===== src/rtl/pong_ball_ctrl.sv =====
// pong_ball_ctrl -- ball controller for Socially Distanced Pong.
//
// Moves the ball one step per game tick. It bounces the ball off the
// top/bottom walls and both paddles, detects misses and awards points. It also
// runs the serve countdown and ends the match at MAX_SCORE.
//
// Ports:
//   clk, reset        system clock, asynchronous active-high reset
//   tick              one-clk game-rate step enable
//   start             begin / restart a match (acts in IDLE and GAME_OVER)
//   left_paddle_y     left paddle top edge
//   right_paddle_y    right paddle top edge
//   ball_x, ball_y    ball top-left corner
//   score_left/right  player scores
//   point_scored      one-clk pulse when a point is awarded
//   scorer            1 = left scored, 0 = right scored (held until next point)
//   game_over         high while the match is over
//
// Build option: define PONG_SPEEDUP_EN to speed the ball up by one pixel per
// tick every 4 paddle hits, capped at MAX_STEP. Without it the step is STEP.
module pong_ball_ctrl #(
  parameter int WIDTH          = 10,
  parameter int SCREEN_W       = 640,
  parameter int SCREEN_H       = 480,
  parameter int BALL_SIZE      = 4,
  parameter int PADDLE_W       = 4,
  parameter int PADDLE_H       = 48,
  parameter int LEFT_PADDLE_X  = 16,
  parameter int RIGHT_PADDLE_X = 620,
  parameter int STEP           = 2,
  parameter int MAX_STEP       = 5,
  parameter int SERVE_DELAY    = 24,
  parameter int MAX_SCORE      = 7
) (
  input  logic             clk,
  input  logic             reset,
  input  logic             tick,
  input  logic             start,
  input  logic [WIDTH-1:0] left_paddle_y,
  input  logic [WIDTH-1:0] right_paddle_y,
  output logic [WIDTH-1:0] ball_x,
  output logic [WIDTH-1:0] ball_y,
  output logic [3:0]       score_left,
  output logic [3:0]       score_right,
  output logic             point_scored,
  output logic             scorer,
  output logic             game_over
);

  typedef enum logic [2:0] {S_IDLE, S_SERVE, S_MOVE, S_SCORED, S_GAME_OVER} state_t;
  typedef logic [WIDTH-1:0] coord_t;
  // One extra bit so sums of coordinates never wrap in comparisons.
  typedef logic [WIDTH:0]   wide_t;

  localparam int STEP_TOP = (STEP > MAX_STEP) ? STEP : MAX_STEP;
  localparam int STEP_W   = $clog2(STEP_TOP + 1);
  typedef logic [STEP_W-1:0] step_t;

  localparam int CNT_W = $clog2(SERVE_DELAY + 1);
  typedef logic [CNT_W-1:0] cnt_t;
  localparam cnt_t SERVE_LOAD = cnt_t'(SERVE_DELAY - 1);

  localparam coord_t CENTER_X = coord_t'(SCREEN_W/2 - BALL_SIZE/2);
  localparam coord_t CENTER_Y = coord_t'(SCREEN_H/2 - BALL_SIZE/2);
  localparam coord_t LF_X     = coord_t'(LEFT_PADDLE_X + PADDLE_W);
  localparam coord_t RF_X     = coord_t'(RIGHT_PADDLE_X - BALL_SIZE);
  localparam coord_t X_MAX    = coord_t'(SCREEN_W - BALL_SIZE);
  localparam coord_t Y_MAX    = coord_t'(SCREEN_H - BALL_SIZE);
  localparam wide_t  W_LF     = wide_t'(LEFT_PADDLE_X + PADDLE_W);
  localparam wide_t  W_RF     = wide_t'(RIGHT_PADDLE_X - BALL_SIZE);
  localparam wide_t  W_XMAX   = wide_t'(SCREEN_W - BALL_SIZE);
  localparam wide_t  W_SH     = wide_t'(SCREEN_H);
  localparam wide_t  W_BS     = wide_t'(BALL_SIZE);
  localparam wide_t  W_PH     = wide_t'(PADDLE_H);

  state_t state_q, state_d;
  coord_t ball_x_q, ball_x_d, ball_y_q, ball_y_d;
  logic [3:0] score_l_q, score_l_d, score_r_q, score_r_d;
  logic point_q, point_d, scorer_q, scorer_d, over_q, over_d;
  logic dir_right_q, dir_right_d, dir_down_q, dir_down_d;
  cnt_t serve_cnt_q, serve_cnt_d;
  step_t step;

`ifdef PONG_SPEEDUP_EN
  step_t step_q, step_d;
  logic [1:0] hit_cnt_q, hit_cnt_d;
  assign step = step_q;
`else
  assign step = step_t'(STEP);
`endif

  // Per-tick motion, computed from the pre-tick position.
  wide_t  bx, by, st, lpy, rpy;
  coord_t x_mv, y_mv;
  logic   dr_mv, dd_mv, hit, miss, ovl_l, ovl_r, left_wins;
  logic [3:0] win_score;

  always_comb begin
    bx    = {1'b0, ball_x_q};
    by    = {1'b0, ball_y_q};
    st    = wide_t'(step);
    lpy   = {1'b0, left_paddle_y};
    rpy   = {1'b0, right_paddle_y};
    ovl_l = (by + W_BS > lpy) && (by < lpy + W_PH);
    ovl_r = (by + W_BS > rpy) && (by < rpy + W_PH);
    x_mv  = ball_x_q;
    y_mv  = ball_y_q;
    dr_mv = dir_right_q;
    dd_mv = dir_down_q;
    hit   = 1'b0;
    miss  = 1'b0;

    if (dir_down_q) begin
      if (by + st + W_BS >= W_SH) begin
        y_mv  = Y_MAX;
        dd_mv = 1'b0;
      end else y_mv = ball_y_q + coord_t'(step);
    end else begin
      if (by < st) begin
        y_mv  = '0;
        dd_mv = 1'b1;
      end else y_mv = ball_y_q - coord_t'(step);
    end

    // Paddle hit is tested before the miss so a grazing hit near the edge wins.
    if (!dir_right_q) begin
      if (bx >= W_LF && bx <= W_LF + st && ovl_l) begin
        x_mv  = LF_X;
        dr_mv = 1'b1;
        hit   = 1'b1;
      end else if (bx < st) begin
        x_mv = '0;
        miss = 1'b1;
      end else x_mv = ball_x_q - coord_t'(step);
    end else begin
      if (bx <= W_RF && bx + st >= W_RF && ovl_r) begin
        x_mv  = RF_X;
        dr_mv = 1'b0;
        hit   = 1'b1;
      end else if (bx + st > W_XMAX) begin
        x_mv = X_MAX;
        miss = 1'b1;
      end else x_mv = ball_x_q + coord_t'(step);
    end

    // In SCORED the ball still sits at the wall it missed at: x = 0 means the
    // left player missed, so the right player scored.
    left_wins = (ball_x_q != '0);
    win_score = left_wins ? score_l_q + 4'd1 : score_r_q + 4'd1;
  end

  // State register
  always_ff @(posedge clk or posedge reset)
    if (reset) state_q <= S_IDLE;
    else       state_q <= state_d;

  // Next state
  always_comb begin
    state_d = state_q;
    case (state_q)
      S_IDLE:      if (start) state_d = S_SERVE;
      S_SERVE:     if (tick && serve_cnt_q == '0) state_d = S_MOVE;
      S_MOVE:      if (tick && miss) state_d = S_SCORED;
      S_SCORED:    state_d = (win_score == 4'(MAX_SCORE)) ? S_GAME_OVER : S_SERVE;
      S_GAME_OVER: if (start) state_d = S_SERVE;
      default:     state_d = S_IDLE;
    endcase
  end

  // Outputs and datapath
  always_comb begin
    ball_x_d    = ball_x_q;
    ball_y_d    = ball_y_q;
    score_l_d   = score_l_q;
    score_r_d   = score_r_q;
    point_d     = 1'b0;
    scorer_d    = scorer_q;
    over_d      = (state_d == S_GAME_OVER);
    dir_right_d = dir_right_q;
    dir_down_d  = dir_down_q;
    serve_cnt_d = serve_cnt_q;
`ifdef PONG_SPEEDUP_EN
    step_d      = step_q;
    hit_cnt_d   = hit_cnt_q;
`endif

    if (state_d == S_SERVE && state_q != S_SERVE)
      serve_cnt_d = SERVE_LOAD;
    else if (state_q == S_SERVE && tick && serve_cnt_q != '0)
      serve_cnt_d = serve_cnt_q - cnt_t'(1);

    case (state_q)
      S_MOVE: if (tick) begin
        ball_x_d    = x_mv;
        ball_y_d    = y_mv;
        dir_right_d = dr_mv;
        dir_down_d  = dd_mv;
`ifdef PONG_SPEEDUP_EN
        if (hit) begin
          hit_cnt_d = hit_cnt_q + 2'd1;
          if (hit_cnt_q == 2'd3 && step_q < step_t'(MAX_STEP))
            step_d = step_q + step_t'(1);
        end
`endif
      end
      S_SCORED: begin
        if (left_wins) score_l_d = win_score;
        else           score_r_d = win_score;
        point_d     = 1'b1;
        scorer_d    = left_wins;
        ball_x_d    = CENTER_X;
        ball_y_d    = CENTER_Y;
        dir_right_d = left_wins;   // serve toward the player who lost the point
`ifdef PONG_SPEEDUP_EN
        step_d      = step_t'(STEP);
        hit_cnt_d   = '0;
`endif
      end
      S_GAME_OVER: if (start) begin
        score_l_d = '0;
        score_r_d = '0;
      end
      default: ;
    endcase
  end

  always_ff @(posedge clk or posedge reset) begin
    if (reset) begin
      ball_x_q    <= CENTER_X;
      ball_y_q    <= CENTER_Y;
      score_l_q   <= '0;
      score_r_q   <= '0;
      point_q     <= 1'b0;
      scorer_q    <= 1'b0;
      over_q      <= 1'b0;
      dir_right_q <= 1'b1;
      dir_down_q  <= 1'b1;
      serve_cnt_q <= '0;
`ifdef PONG_SPEEDUP_EN
      step_q      <= step_t'(STEP);
      hit_cnt_q   <= '0;
`endif
    end else begin
      ball_x_q    <= ball_x_d;
      ball_y_q    <= ball_y_d;
      score_l_q   <= score_l_d;
      score_r_q   <= score_r_d;
      point_q     <= point_d;
      scorer_q    <= scorer_d;
      over_q      <= over_d;
      dir_right_q <= dir_right_d;
      dir_down_q  <= dir_down_d;
      serve_cnt_q <= serve_cnt_d;
`ifdef PONG_SPEEDUP_EN
      step_q      <= step_d;
      hit_cnt_q   <= hit_cnt_d;
`endif
    end
  end

  assign ball_x       = ball_x_q;
  assign ball_y       = ball_y_q;
  assign score_left   = score_l_q;
  assign score_right  = score_r_q;
  assign point_scored = point_q;
  assign scorer       = scorer_q;
  assign game_over    = over_q;

endmodule

===== config.mk =====
export PLATFORM = sky130hd
export DESIGN_NAME = pong_ball_ctrl
export DESIGN_NICKNAME = d
export VERILOG_FILES = /design/src/rtl/pong_ball_ctrl.sv
export SDC_FILE = /design/constraint.sdc
export NUM_CORES = 1
export LEC_CHECK = 0
export ABC_AREA = 1
export CAP_MARGIN = 20
export CORE_ASPECT_RATIO = 1.25
export CORE_MARGIN = 2
export CORE_UTILIZATION = 33
export CTS_CLUSTER_DIAMETER = 200
export DETAILED_ROUTE_END_ITERATION = 7
export GPL_ROUTABILITY_DRIVEN = 0
export SLEW_MARGIN = 0
export SYNTH_ARGS = -nofsm -noshare
export SYNTH_HDL_FRONTEND = slang
export SYNTH_SLANG_ARGS = --single-unit
export TNS_END_PERCENT = 5

===== constraint.sdc =====
create_clock -name clk -period 3.34 [get_ports clk]
set_input_delay 0.501 -clock clk [delete_from_list [all_inputs] [get_ports clk]]
set_output_delay 0.501 -clock clk [all_outputs]
set_load 0.03 [all_outputs]

==> flow_summary.yaml, run 1 <==
status:
  status: "complete, no violations"
setup_path:
  cp_num_buf_inv: 2
  crit_family: "simple AND/OR/NAND/NOR gates"
  cpPeakStageDelay_ns: 0.67
  worst_ep_arrival_time_ns: 2.99
  critPathRequiredTime_ns: 3.52
  crit_chain: "ha_1 > inv_1 > nor2_2 > xor2_1 > ha_1 > a21o_1 > nor2_1 > nand2_1 > nand2_1 > nand2_1 > nand2_1 > nor2_1 > nand2_2 > nand3_2 > inv_1 > nand2_1 > nand2_1 > nand2_1"
  cpMostUsedCell: "nand2_1"
  r2r_slack_ns: 0.53
  worstSetupPathType: "reg2reg"
  r2r-start: "ball_y[3]"
  cp-end-kind: "register"
  cp-startpoint: "ball_y[3]"
  cp-start-kind: "register"
  path_max_fanout: 12
  cp_slowest_cell: "dfstp_2"
placed_design:
  dp_hpwl_um: 9770
  port_buffers: 52
floorplan:
  ios: 55
  die_w_um: 109
  die_area_um2: 14800
  std_cell_rows: 48
  start_util_pct: 33.4
  die_y_um: 136
  core-area_um2: 13700
synthesis:
  ys.flop_type: "dfrtp_1"
  ys_seq_area_share_pct: 21.7
  ys.warnings.count: 0
  synthTopCellsByArea: "nand2_1, dfrtp_1, ha_1"
  synthesis.area_um2: 4580
  synth_area_leader_cell: "nand2_1"
  async_reset_ff_share_pct: 100
  yosysUniqueCellTypes: 43
  synth-edff-count: 0
  ys_seq_elements: 39
  synth_top_area_share_pct: 15.5
  syn_inst: 705
  avgSynthCellArea_um2: 6.50
finish:
  antenna_cells: 0
  drive_gt1_share_pct: 9.93
  area_delta_synth_final_pct: 18.3
  multiInputGateArea_um2: 3060
  seq_area_um2: 993
  n_fill_cell: 1511
  final_common_cell: "nand2_1"
  finalNetCount: 826
  layout_common_cells: "nand2_1, inv_1, nor2_1"
  post-route-util_pct: 39.6
clock_tree:
  cts_resized: 0
  clock-sinks: 39
  clock_latency_ns: 0.29
  h-tree-depth: 2
  cts_hold_buf: 0
  cts_buffers: 5
  cts-root-buf: "clkbuf_16"
  cts_tree: "done"
  clockBufferDepth: 2
  clk_pin_slew_worst_paths_ns: 0.06
  post_cts_buffers: 0
drt:
  routedWlPerCell_um: 13.2
  vias_per_cell: 4.81
  dr.pass1.iters: 4
  vias: 4477
  antenna_left: 0
  drc: 0
  drt_iter0_drc: 285
  drt_wl_total_um: 12200
global_routing:
  antenna_found_initial: 0
  track_usage_pct: 17.2
  grt_pass1_wl_um: 20400
  grt_max_degree: 40
  grt_pass1_vias: 4340
  grt_overflow: 0
timing:
  drv_slew: 0
  worst_pin_slew_ns: 0.886
  fin_tns_setup_ns: 0
  hold_violations: 0
  fmax_mhz: 356
  rsz0062_at_grt: "no"
  maxSlewHeadroom_pct: 40.7
  skew_ns: 0.00734
  setup_viol: 0
  fin_hold_ws_ns: 0.528
  finalCritPeriodShare_pct: 84.0
  period_needed_ns: 2.81
power_and_ir_drop:
  power.leakage_nw: 2.82
  ir_worst_vdd_uv: 379
  powerDensity_nw_per_um2: 666
min_path:
  hold_path.class: "reg2reg"
  hp-start: "score_right[3]"
run:
  drv_cap: 0
-- path summary, 6_finish.rpt --
check | cells after the start | to
min in group asynchronous | 3 | ball_y[4]
max in group asynchronous | 3 | ball_x[3]
worst min register to register | 2 | score_right[3]
worst max-delay path | 18 | ball_x[6]
worst max register to register | 18 | ball_x[6]
worst min-delay path | 2 | score_right[3]
-- stage by stage --
stage | cells | cell area (µm²) | setup slack [ns] | total power, mW
floorplan | 706 | 4580 | 0.753 | 2.47
global placement | 922 | 5250 | 0.316 | 3.05
detailed placement | 922 | 5250 | 0.288 | 3.06
CTS | 930 | 5420 | 0.497 | 3.64
global route | 930 | 5420 | 0.269 | 3.95
finish | 930 | 5420 | 0.533 | 3.61
-- kinds of logic (layout without fill, tap and decap cells) --
group | count (synthesis) | in the layout | share of synthesized area (%)
xor+xnor | 27 | 27 | 5.16
compound gates | 92 | 92 | 11.1
flops | 39 | 39 | 21.7
buf+inv | 126 | 175 | 11.5
simple gates | 372 | 372 | 37.3
other cells | 1 | 2 | 0.0819
fa+ha+maj | 48 | 48 | 13.1
-- where the power goes --
group / internal, mW / leakage, nW / switching [mW]
clock network: 0.352 / 0.0838 / 0.200
registers: 0.654 / 0.438 / 0.284
logic: 0.800 / 2.30 / 1.32
total: 1.81 / 2.82 / 1.80
-- metal layers --
layer  part of all wire (%)  global-route usage [%]  vias up
met3                    3.8                    1.97       24
met5                      0                       0        -
li1                       -                       -     2331
met1                     45                    21.9     2010
met4                    2.4                    6.40        0
met2                     49                    29.7      112
-- synth_stat cells (6+ instances only) --
library cell and instances:
dfrtp_1 25, nand4_1 9, o21ai_0 22, nor2_1 81
nand2_2 14, nand2_1 189, o211ai_1 6, xor2_1 25
ha_1 48, nand3_1 41, a21oi_1 35, inv_1 101
inv_2 9, o21ai_1 15, nor3_1 9, dfstp_2 14
-- flip-flops by register name, summed over array words and instances (netlist names) --
signal and cells:
point_scored 1, serve_cnt_q 5, scorer 1, dir_right_q 1, game_over 1, state_q 3
score_left 4, score_right 4, ball_x 9, ball_y 9, dir_down_q 1
-- cell type report --
class / instances / area share [%]
clock buffer: 5 / 2.31
clock inverter: 3 / 0.808
inverter: 111 / 7.78
multi-input combinational: 541 / 56.6
sequential: 39 / 18.3
tap: 175 / 4.04
timing repair buffer: 56 / 10.2
-- tightest hold or removal path, delay by kind of cell (launching register included) --
family             cells  cell delay (ns)
AOI/OAI and AO/OA      1             0.06
and+or+nand+nor        1             0.06
DFF                    1             0.37
Note: power is estimated with default switching activity, not from simulation.
==> run 2: changes to the inputs <==
- clock period: 3.34 -> 2.74 ns (I/O delays scaled with it)
==> flow_summary.yaml, run 2 (synthesized netlist as in run 1, its figures left out) <==
status:
  status: "complete, no violations"
timing:
  fin_hold_ws_ns: 0.522
  hold_violations: 0
  finalCritPeriodShare_pct: 95.9
  drv_slew: 0
  setup_viol: 0
  maxSlewHeadroom_pct: 41.8
  rsz0062_at_grt: "yes"
  skew_ns: 0.00604
  period_needed_ns: 2.63
  fmax_mhz: 381
  worst_pin_slew_ns: 0.869
  fin_tns_setup_ns: 0
global_routing:
  track_usage_pct: 17.7
  antenna_found_initial: 0
  grt_overflow: 0
  grt_max_degree: 40
  grt_pass1_vias: 4590
  grt_pass1_wl_um: 21200
placed_design:
  port_buffers: 52
  placed_cells_incl_taps: 959
  placedInstanceArea_um2: 5530
  dp_hpwl_um: 10200
finish:
  post-route-cell-area_um2: 5800
  final_common_cell: "nand2_1"
  antenna_cells: 0
  area_delta_synth_final_pct: 26.6
  fin_cells: 967
  layout_common_cells: "nand2_1, inv_1, nor2_1"
  finalNetCount: 863
  drive_gt1_share_pct: 17.3
setup_path:
  cp-start-kind: "register"
  worst_ep_arrival_time_ns: 2.80
  path_max_fanout: 6
  cpMostUsedCell: "nand2_1"
  critPathRequiredTime_ns: 2.91
  cp-end-kind: "register"
  cp_slowest_cell: "dfstp_2"
  cpPeakStageDelay_ns: 0.54
  worstSetupPathType: "reg2reg"
  crit_chain: "buf_4 > nand3_2 > buf_4 > xor2_1 > ha_1 > nand2_2 > nor2_2 > nand4_1 > nor2_1 > nor2_1 > nand2_1 > nor2_2 > nand2_2 > nand3_2 > inv_1 > nand2_1 > nand2_1 > nand2_1"
drt:
  routedWlPerCell_um: 13.2
  antenna_left: 0
  drt_iter0_drc: 300
  drc: 0
  vias: 4632
  vias_per_cell: 4.79
  dr.pass1.iters: 5
  drt_wl_total_um: 12700
floorplan:
  ios: 55
  start_util_pct: 33.4
  die_w_um: 109
  std_cell_rows: 48
  core-area_um2: 13700
  die_y_um: 136
  die_area_um2: 14800
run:
  drv_cap: 0
clock_tree:
  clk_pin_slew_worst_paths_ns: 0.06
  cts-root-buf: "clkbuf_16"
  clock-sinks: 39
  clockBufferDepth: 2
  clock_latency_ns: 0.29
  cts_buffers: 5
  cts_resized: 0
  cts_hold_buf: 0
  h-tree-depth: 2
  post_cts_buffers: 0
  cts_tree: "done"
power_and_ir_drop:
  ir_worst_vdd_uv: 532
  powerDensity_nw_per_um2: 799
  power_mw: 4.63
  power.leakage_nw: 3.00
min_path:
  hold_path.class: "reg2reg"
[run 2: cell count changes in the layout (fill, tap and decap cells not counted), moves of 4 or more]
cell,change
buf_4,+37
nand2_1,-4
nand2_2,+4
nand3_1,-4
nand3_2,+4
nor2_1,-4
xor2_1,-4
xor2_2,+4
[run 2: area by class of cell]
type,count,area [µm²]
flip-flops and latches,39,993
repair buffers,93,831
fillers,1432,7890
well taps,175,219
inverters,111,422
clock inverters,3,43.8
multi-input cells,541,3170
clock buffers,5,125
[run 2: worst max-delay path: cells and delay by family, from the launching register on]
family	cells	cell delay [ns]
buf+inv	3	0.36
xor+xnor	1	0.16
flops	1	0.54
fa+ha+maj	1	0.30
simple gates	13	1.17
[run 2: worst paths after layout]
check                          startpoint             end  slack (ns)  cells past startpoint
max reg2reg                     ball_y[3]       ball_x[6]        0.11                     18
max                             ball_y[3]       ball_x[6]        0.11                     18
max in group asynchronous           reset       ball_x[8]        1.81                      3
min in group asynchronous           reset       ball_y[4]        0.54                      3
min                        score_right[1]  score_right[1]        0.52                      2
min reg2reg                score_right[1]  score_right[1]        0.52                      2
[run 2: metrics by stage]
stage	utilization, %	setup slack (ns)
6_report	42.4	0.113
5_1_grt	42.4	-0.0513
4_1_cts	41.6	0.0244
3_5_place_dp	40.4	-0.231
3_3_place_gp	40.4	-0.171
2_1_floorplan	-	0.153
[run 2: metal layers]
layer	wire (µm)	GRT usage, %	up-vias
met4	262	5.34	0
met5	0	0	-
met3	473	2.31	20
met2	6270	32.0	102
li1	-	-	2406
met1	5730	21.6	2104
[run 2: power breakdown]
part | internal [mW] | switching, mW
Clock | 0.430 | 0.245
Combinational | 1.13 | 1.78
Sequential | 0.794 | 0.256
Total | 2.35 | 2.28
==> run 3: changes to the inputs <==
- CORE_MARGIN: 2 -> default
==> flow_summary.yaml, run 3 (synthesized netlist as in run 1, its figures left out) <==
setup_path:
  r2r_cells: 18
  critPathRequiredTime_ns: 2.92
  r2r_slack_ns: 0.21
  cp_num_buf_inv: 2
  rr_endpoint: "ball_x[6]"
  crit_chain: "ha_2 > inv_1 > nor2_4 > xor2_2 > ha_1 > nand2_2 > nor2_2 > nand4_1 > nor2_1 > nor2_1 > nand2_1 > nor2_2 > nand2_2 > nand3_2 > inv_1 > nand2_1 > nand2_1 > nand2_1"
  cp-startpoint: "ball_y[3]"
  worst_ep_arrival_time_ns: 2.71
  cp_slowest_cell: "dfstp_2"
  cp-end-kind: "register"
  r2r-start: "ball_y[3]"
  worstSetupPathType: "reg2reg"
  critical_path_depth: 18
  cp-start-kind: "register"
  path_max_fanout: 6
  crit_family: "simple AND/OR/NAND/NOR gates"
  crit_end: "ball_x[6]"
  cpPeakStageDelay_ns: 0.57
  cpMostUsedCell: "nand2_1"
global_routing:
  grt_overflow: 0
  track_usage_pct: 18.1
  grt_pass1_vias: 4486
  grt_pass1_wl_um: 20800
  grt_max_degree: 40
  antenna_found_initial: 0
status:
  status: "complete, no violations"
finish:
  fin_cells: 959
  finalNetCount: 859
  final_common_cell: "nand2_1"
  layout_common_cells: "nand2_1, inv_1, nor2_1"
  antenna_cells: 0
  area_delta_synth_final_pct: 25.1
  drive_gt1_share_pct: 15.9
clock_tree:
  clock_latency_ns: 0.29
  cts_hold_buf: 0
  cts_buffers: 5
  cts_tree: "done"
  cts-root-buf: "clkbuf_16"
  clk_pin_slew_worst_paths_ns: 0.06
  clockBufferDepth: 2
  h-tree-depth: 2
  clock-sinks: 39
min_path:
  hold_path_depth: 2
  hold_path.class: "reg2reg"
floorplan:
  die_y_um: 134
  die_w_um: 107
  die_area_um2: 14400
  core-area_um2: 13400
  start_util_pct: 34.2
  ios: 55
  std_cell_rows: 47
placed_design:
  placed_cells_incl_taps: 949
  dp_hpwl_um: 9980
  port_buffers: 52
run:
  drv_cap: 0
drt:
  vias: 4592
  dr.pass1.iters: 4
  vias_per_cell: 4.79
  drt_wl_total_um: 12600
  drc: 0
  antenna_left: 0
  routedWlPerCell_um: 13.1
  drt_iter0_drc: 334
timing:
  drv_slew: 0
  finalCritPeriodShare_pct: 92.4
  setup_viol: 0
  fmax_mhz: 395
  skew_ns: 0.00565
  fin_tns_setup_ns: 0
  worst_pin_slew_ns: 0.915
  hold_violations: 0
  maxSlewHeadroom_pct: 38.8
  period_needed_ns: 2.53
  rsz0062_at_grt: "yes"
power_and_ir_drop:
  power.leakage_nw: 2.97
  ir_worst_vdd_uv: 374
  powerDensity_nw_per_um2: 783
-- run 3: worst min-delay path, stage by stage (launching register included) --
cell     delay (ns)
dfrtp_1        0.36
nand2_1        0.06
o21ai_1        0.06
-- run 3: what timing repair did --
item                       4_1_cts  5_1_grt
buffers inserted                 0        2
setup endpoints to repair        0        9
resized for setup                0       21
-- run 3: routing by layer --
metal,vias to the layer above,wire length (µm),GRT usage (%)
met2,77,6180,32.5
met1,2101,5770,22.3
met4,0,234,5.56
met5,-,0,0
met3,14,399,1.91
li1,2400,-,-
-- run 3: how the worst min path moves through the flow --
stage                              start  slack, ns              to
final                      score_left[3]       0.52   score_left[3]
after global routing       score_left[3]       0.53   score_left[3]
after CTS                  score_left[3]       0.53   score_left[3]
after detailed placement   score_left[3]       0.51   score_left[3]
after global placement    score_right[1]       0.51  score_right[1]
after floorplan           serve_cnt_q[4]       0.49  serve_cnt_q[4]
-- run 3: report_power, final --
group / internal [mW] / switching, mW / total [mW]
Clock: 0.336 / 0.234 / 0.570
Combinational: 1.11 / 1.75 / 2.85
Sequential: 0.794 / 0.265 / 1.06
-- run 3: area by class of cell --
class | count | area (µm²)
multi-input combinational | 541 | 3160
sequential | 39 | 993
tap | 171 | 214
fill | 1415 | 7680
clock buffer | 6 | 129
inverter | 111 | 422
clock inverter | 2 | 12.5
timing repair buffer | 89 | 801
-- run 3: metrics by stage --
stage	total power [mW]	hold WS, ns	instance area [µm²]	setup slack (ns)	utilization [%]
after floorplan	3.01	0.487	4580	0.153	-
after global placement	3.83	0.507	5480	-0.210	40.8
after detailed placement	3.84	0.512	5480	-0.233	40.8
after CTS	4.45	0.527	5620	0.0402	41.9
after global routing	4.92	0.529	5730	-0.0213	42.7
final	4.48	0.516	5730	0.208	42.7
